==> config.mk <==
export PLATFORM = sky130hd
export DESIGN_NAME = byte_pack_arbiter
export DESIGN_NICKNAME = d
export VERILOG_FILES = /design/src/rtl/byte_pack_arbiter.sv
export SDC_FILE = /design/constraint.sdc
export NUM_CORES = 1
export LEC_CHECK = 0
export BUFFER_PORTS_ARGS = -buffer_cell sky130_fd_sc_hd__buf_2
export CORE_UTILIZATION = 40
export CTS_BUF_LIST = sky130_fd_sc_hd__clkbuf_8
export DETAILED_ROUTE_END_ITERATION = 7
export REMOVE_ABC_BUFFERS = 1
export SLEW_MARGIN = 20
export SYNTH_ARGS = -nofsm -noshare
export SYNTH_HDL_FRONTEND = slang
export SYNTH_SLANG_ARGS = --single-unit
==> constraint.sdc <==
create_clock -name clk -period 2.53 [get_ports clk]
set_clock_uncertainty 0.15 [all_clocks]
set_input_delay 0.3795 -clock clk [delete_from_list [all_inputs] [get_ports clk]]
set_output_delay 0.3795 -clock clk [all_outputs]
set_load 0.01 [all_outputs]
==> src/rtl/byte_pack_arbiter.sv <==
// Round-robin arbiter feeding one byte-to-word packer; one requester owns the packer for a whole word.
// 6 cycles per 4-byte word; the grant is held while the owner stalls, and the word holds while word_ready is low.
module byte_pack_arbiter #(
    parameter int CNT_W = 16
) (
    input  logic             clk,
    input  logic             rst,
    input  logic [7:0]       req0_data,
    input  logic             req0_valid,
    input  logic             req0_last,
    output logic             req0_ready,
    input  logic [7:0]       req1_data,
    input  logic             req1_valid,
    input  logic             req1_last,
    output logic             req1_ready,
    output logic [31:0]      word_out,
    output logic             word_valid,
    input  logic             word_ready,
    output logic             word_src,
    output logic [2:0]       word_bytes,
    output logic [CNT_W-1:0] word_count
);

    typedef enum logic [1:0] {IDLE, PACK, OUT} state_t;

    state_t           state_q, state_d;
    logic             gnt_q, gnt_d;
    logic             rr_q, rr_d;
    logic [2:0]       cnt_q, cnt_d;
    logic [31:0]      shift_q, shift_d;
    logic [CNT_W-1:0] wcnt_q, wcnt_d;

    logic             sel_valid;
    logic             sel_last;
    logic [7:0]       sel_data;

    assign sel_valid = gnt_q ? req1_valid : req0_valid;
    assign sel_last  = gnt_q ? req1_last  : req0_last;
    assign sel_data  = gnt_q ? req1_data  : req0_data;

    always_ff @(posedge clk or posedge rst) begin
        if (rst) begin
            state_q <= IDLE;
            gnt_q   <= 1'b0;
            rr_q    <= 1'b0;
            cnt_q   <= 3'd0;
            shift_q <= 32'd0;
            wcnt_q  <= '0;
        end else begin
            state_q <= state_d;
            gnt_q   <= gnt_d;
            rr_q    <= rr_d;
            cnt_q   <= cnt_d;
            shift_q <= shift_d;
            wcnt_q  <= wcnt_d;
        end
    end

    always_comb begin
        state_d = state_q;
        gnt_d   = gnt_q;
        rr_d    = rr_q;
        cnt_d   = cnt_q;
        shift_d = shift_q;
        wcnt_d  = wcnt_q;
        case (state_q)
            IDLE: begin
                if (req0_valid || req1_valid) begin
                    state_d = PACK;
                    cnt_d   = 3'd0;
                    shift_d = 32'd0;
                    // rr only matters on a tie; a lone requester always wins
                    gnt_d   = (req0_valid && req1_valid) ? rr_q : req1_valid;
                end
            end
            PACK: begin
                if (sel_valid) begin
                    shift_d = {shift_q[23:0], sel_data};
                    cnt_d   = cnt_q + 3'd1;
                    if (sel_last || cnt_q == 3'd3) begin
                        state_d = OUT;
                    end
                end
            end
            OUT: begin
                if (word_ready) begin
                    wcnt_d  = wcnt_q + CNT_W'(1);
                    rr_d    = ~gnt_q;
                    state_d = IDLE;
                end
            end
            default: state_d = IDLE;
        endcase
    end

    assign req0_ready = (state_q == PACK) && !gnt_q;
    assign req1_ready = (state_q == PACK) &&  gnt_q;
    assign word_valid = (state_q == OUT);
    assign word_src   = gnt_q;
    assign word_bytes = (state_q == OUT) ? cnt_q : 3'd0;
    assign word_count = wcnt_q;

    // Left-justify: first byte lands in [31:24], unused low bytes are zero
    always_comb begin
        word_out = 32'd0;
        if (state_q == OUT) begin
            case (cnt_q)
                3'd1:    word_out = {shift_q[7:0],  24'd0};
                3'd2:    word_out = {shift_q[15:0], 16'd0};
                3'd3:    word_out = {shift_q[23:0], 8'd0};
                3'd4:    word_out = shift_q;
                default: word_out = 32'd0;
            endcase
        end
    end

endmodule
==> flow_summary.yaml, run 1 <==
critical_path:
  criticalPathCategory: "reg -> out"
  worst-path-buf-inv: 4
  crit_path_end_kind: "output port"
  critPathLaunchType: "flip-flop"
  worstPathRequired_ns: 2.00
  r2r_cells: 4
  cp_top_family: "buffers and inverters"
  cp_slowest_cell: "dfrtp_2"
  max_stage_delay_ns: 0.44
  crit_chain: "inv_2 -> ha_4 -> and2_4 -> buf_6 -> buf_4 -> a222oi_1 -> nor2_1 -> buf_2"
  arrival_ns: 1.95
  critical_path_peak_fanout: 6
  crit_cells: 8
timing:
  worst_slack_ns: 0.0458
  finalHoldViolations: 0
  worst_pin_slew_ns: 0.487
  rsz0062_at_grt: "true"
  period_needed_ns: 2.48
  setup_violations: 0
  maxSlewHeadroom_pct: 67.5
  timing.fmax_ghz: 0.403
  slew_viol_final: 0
  period_share_pct: 98.2
  hold_ws_ns: 0.152
layout:
  syn_to_final_growth_pct: 28.3
  nets: 394
  layout_common_cells: "78 x buf_2, 53 x dfrtp_1, 40 x nor2_1, 33 x a22o_1, 16 x a222oi_1"
  final_common_cell: "buf_2"
  num_antenna_cells: 0
  nFillCells: 677
  layout-drive-gt1-share_pct: 39.6
clocking:
  root_buffer: "clkbuf_8"
  clkSinkCount: 55
  clk_pin_slew_ns: 0.10
  cts_tree: "built"
  clk_path_buf_depth: 2
  htree_num_levels: 2
  cts_buffers: 5
  worstSkewPairLatency_ns: 0.31
synthesis:
  synth_cells: 276
  ys_types: 43
  syn_area_um2: 2970
  avgSynthCellArea_um2: 10.7
  async_reset_ff_share_pct: 100
  seq_area_frac_synth_pct: 46.4
  synth_flop_cell: "dfrtp_1"
  yosysWarnings: 0
  ys_ff_latch: 55
  synth_edf_count: 0
drt:
  drt_iter0_markers: 205
  drc: 0
  route.vias.total: 2562
  wire_per_inst_um: 16.5
  vias_per_cell: 5.51
  wl_um: 7670
  dr.pass1.iters: 6
  ant_nets: 0
place:
  hpwlAfterDp_um: 4920
  gp_congestion: 0.789
  io_buffer_count: 77
  place_ws_ns: 0.154
hold_path:
  whs_path_depth: 2
  hp-class: "in -> reg"
global_routing:
  gr-usage-met1_pct: 28.4
  grt-busiest-layer: "met2"
  met2_usage_pct: 29.3
  gr-total-overflow: 0
  grt_pass1_vias: 2167
  grt_max_degree: 36
  grt_pass1_wl_um: 11400
  grt.total_usage_pct: 19.2
  antenna_found_initial: 0
  globalRouteMet3Util_pct: 3.58
power_and_ir_drop:
  leakagePower_nw: 1.89
  ir_drop_mv: 0.532
  power_density_nw_per_um2: 966
flow_run:
  cap_violations: 0
floorplan:
  io_pins: 78
  dieArea_um2: 7770
  core_area_um2: 7210
  dieHeight_um: 88.1
  num_rows: 31
  initial_utilization_pct: 41.1
  die_x_um: 88.1
status:
  outcome: "finished, final reports clean"
==> sequential cells by signal, summed over array words and instances (netlist names) <==
name and cells:
shift_q 32, word_count 16, cnt_q 3, state_q 2, rr_q 1, word_src 1
==> cells in the mapped netlist, types with 2 or more instances <==
cell type   n  area share [%]
a21oi_1     2            0.34
a222oi_1   16             5.4
a22o_1     33             9.7
a22oi_1     8             2.0
and2_1      2            0.42
and3_1     10             2.1
and4_1      2            0.59
buf_2      10             1.7
buf_4       4             1.0
buf_6       2            0.76
clkbuf_1    6            0.76
dfrtp_1    55              46
ha_1        6             2.5
inv_1       5            0.63
mux2_2      8             3.0
mux2_4      3             1.5
mux2i_1     9             3.0
nand2_1     8             1.0
nand3_1     6             1.0
nand4_1     3            0.63
nor2_1     41             5.2
nor3_1      2            0.34
o21ai_0     2            0.34
xnor2_1    13             3.8
xor2_1      2            0.59
==> worst paths after layout <==
kind                                                   end  slack (ns)                  startpoint
worst max-delay path                          word_out[24]        0.05        cnt_q[1]$_DFFE_PP0P_
worst min-delay path                state_q[1]$_DFFE_PP0P_        0.15                  word_ready
worst max register to register      shift_q[4]$_DFFE_PP0P_        0.48        word_src$_DFFE_PP0P_
worst min register to register  word_count[15]$_DFFE_PP0P_        0.32  word_count[15]$_DFFE_PP0P_
max in group asynchronous             cnt_q[0]$_DFFE_PP0P_        1.18                         rst
min in group asynchronous       word_count[15]$_DFFE_PP0P_        0.48                         rst
==> cells by family after synthesis <==
family          Yosys count  share of synthesized area [%]
fa+ha+maj                 6                           2.53
compound gates           70                           20.8
mux                      20                           7.59
xor+xnor                 15                           4.43
buf+inv                  30                           5.23
simple gates             80                           13.1
flops                    55                           46.4
==> routing by layer <==
layer  up-vias  part of all wire, %
met5         -                    0
met4         0                 0.91
met3         7                  6.0
met2        87                   46
met1      1260                   47
li1       1208                    -
==> power by group <==
group          leakage, nW  internal [mW]  switching [mW]
logic                 1.09          0.761           0.826
registers            0.739           1.14           0.344
clock network       0.0612          0.321           0.285
==> stage by stage <==
stage / instance area, um^2 / TNS, ns / utilization [%] / total power, mW / cells
floorplan: 2840 / -3.11 / - / 2.34 / 253
global placement: 3460 / 0 / 48.0 / 2.85 / 443
detailed placement: 3460 / 0 / 48.0 / 2.87 / 443
CTS: 3600 / 0 / 49.9 / 3.48 / 452
global route: 3810 / -0.342 / 52.8 / 3.92 / 465
finish: 3810 / 0 / 52.8 / 3.67 / 465
==> cell type report <==
cell class              count  area [um^2]  area share, %
clock inverters             2         35.0          0.920
well taps                  99          124           3.25
clock buffers               6         82.6           2.17
repair buffers            105          658           17.3
multi-input cells         191         1500           39.4
inverters                   7         28.8          0.756
flip-flops and latches     55         1380           36.2
==> repair_timing <==
item	CTS	global route
buffers inserted	0	10
gates resized for setup	2	30
endpoints found under the hold margin	20	0
setup endpoints to repair	23	24
pin swaps	0	11
hold buffers	1	0
cloned	0	3
No activity file was read; power rests on OpenSTA's default activity.
==> run 2, diff against run 1 <==
--- a/config.mk
+++ b/config.mk
@@ -6,9 +6,10 @@
 export NUM_CORES = 1
 export LEC_CHECK = 0
 export BUFFER_PORTS_ARGS = -buffer_cell sky130_fd_sc_hd__buf_2
-export CORE_UTILIZATION = 40
+export CORE_UTILIZATION = 45
 export CTS_BUF_LIST = sky130_fd_sc_hd__clkbuf_8
 export DETAILED_ROUTE_END_ITERATION = 7
+export PLACE_DENSITY = 0.7
 export REMOVE_ABC_BUFFERS = 1
 export SLEW_MARGIN = 20
 export SYNTH_ARGS = -nofsm -noshare
==> flow_summary.yaml, run 2 (synthesis results as in run 1) <==
status:
  outcome: "complete, but fails checks"
  violations: "negative setup slack"
critical_path:
  critical_path_peak_fanout: 12
  max_stage_delay_ns: 0.45
  arrival_ns: 2.05
  worst-path-buf-inv: 3
  cpMostUsedCell: "ha_4"
  critPathLaunchType: "flip-flop"
  crit_chain: "buf_6 -> ha_4 -> ha_4 -> buf_4 -> a222oi_1 -> nor2_1 -> buf_2"
  cp_slowest_cell: "dfrtp_1"
  criticalPathCategory: "reg -> out"
  crit_path_end_kind: "output port"
  cp_top_family: "buffers and inverters"
  worstPathRequired_ns: 2.00
clocking:
  clkSinkCount: 55
  cts_buffers: 5
  htree_num_levels: 2
  root_buffer: "clkbuf_8"
  clk_pin_slew_ns: 0.10
  clk_path_buf_depth: 2
  worstSkewPairLatency_ns: 0.31
  cts_tree: "built"
  cts_hold_buf: 0
floorplan:
  dieHeight_um: 83.2
  die_x_um: 83.2
  core_area_um2: 6350
  num_rows: 29
  dieArea_um2: 6920
  io_pins: 78
  initial_utilization_pct: 46.7
power_and_ir_drop:
  leakagePower_nw: 1.86
  ir_drop_mv: 0.946
  power_density_nw_per_um2: 994
  fin_total_pwr_mw: 3.72
layout:
  nets: 385
  utilization_pct: 59.0
  num_antenna_cells: 0
  largest-register: "shift_q"
  largest_reg_flops: 32
  final_common_cell: "buf_2"
  fin_cells: 434
  layout-drive-gt1-share_pct: 37.3
  layout_common_cells: "77 x buf_2, 55 x dfrtp_1, 40 x nor2_1, 33 x a22o_1, 16 x a222oi_1"
  syn_to_final_growth_pct: 26.4
drt:
  route.vias.total: 2584
  ant_nets: 0
  drt_iter0_markers: 270
  vias_per_cell: 5.95
  wl_um: 7420
  drc: 0
  dr.pass1.iters: 5
  wire_per_inst_um: 17.1
global_routing:
  grt_pass1_vias: 2312
  grt_pass1_wl_um: 11400
  grt.total_usage_pct: 20.3
  antenna_found_initial: 0
  gr-total-overflow: 0
  grt_max_degree: 56
place:
  hpwlAfterDp_um: 4750
  gp_congestion: 0.781
  placedCellCount: 419
  place_ws_ns: 0.188
  io_buffer_count: 77
timing:
  setup_violations: 1
  maxSlewHeadroom_pct: 29.0
  timing.fmax_ghz: 0.388
  period_share_pct: 102
  slew_viol_final: 0
  finalHoldViolations: 0
  worst_slack_ns: -0.0505
  hold_ws_ns: 0.0881
  rsz0062_at_grt: "true"
  period_needed_ns: 2.58
  worst_pin_slew_ns: 1.06
hold_path:
  hp-class: "in -> async"
flow_run:
  cap_violations: 0
-- run 2: cell types whose count changed in the layout (fill, tap and decap cells not counted), moves of 2 or more --
| cell | change |
|---|---|
| buf_4 | -6 |
| inv_1 | +2 |
| buf_6 | -2 |
| dfrtp_2 | -2 |
| dfrtp_1 | +2 |
-- run 2: path summary, 6_finish.rpt --
path,slack (ns),startpoint,depth (start not counted),to
max,-0.05,cnt_q[0]$_DFFE_PP0P_,7,word_out[30]
min,0.09,rst,3,shift_q[16]$_DFFE_PP0P_
max reg2reg,0.32,word_src$_DFFE_PP0P_,3,cnt_q[0]$_DFFE_PP0P_
min reg2reg,0.32,word_count[15]$_DFFE_PP0P_,1,word_count[15]$_DFFE_PP0P_
max in group asynchronous,1.67,rst,3,shift_q[31]$_DFFE_PP0P_
min in group clk,0.17,word_ready,2,state_q[1]$_DFFE_PP0P_
-- run 2: cell type report --
class / count / area [um^2]
clock buffer: 5 / 68.8
clock inverter: 3 / 63.8
fill: 531 / 2600
inverter: 7 / 26.3
multi-input combinational: 191 / 1520
sequential: 55 / 1380
tap: 77 / 96.3
timing repair buffer: 96 / 601
-- run 2: metrics by stage --
step	setup TNS (ns)	instance area [um^2]
after floorplan	-3.11	2840
after global placement	0	3420
after detailed placement	0	3420
after CTS	0	3560
after global routing	-1.10	3750
final	-0.0505	3750
-- run 2: worst reg2reg max path, stage by stage, from the launching register on --
cell and delay, ns:
dfrtp_1 0.63, mux2i_1 0.22, nor2_2 0.84, mux2_2 0.32
-- run 2: what timing repair did --
action,4_1_cts,5_1_grt
gates resized for setup,3,30
endpoints found under the setup margin,9,24
pin swaps,0,11
buffers inserted,0,4
hold endpoints to repair,0,0
cloned,0,3
-- run 2: routing by layer --
metal	part of all wire, %	track usage, %
met5	0	0
met1	45	28.6
met4	0.97	4.86
met2	48	32.8
met3	5.4	3.58
-- run 2: power by group --
part	internal [mW]	switching [mW]	leakage, nW
sequential	1.14	0.346	0.741
clock	0.392	0.285	0.0695
combinational	0.747	0.819	1.05
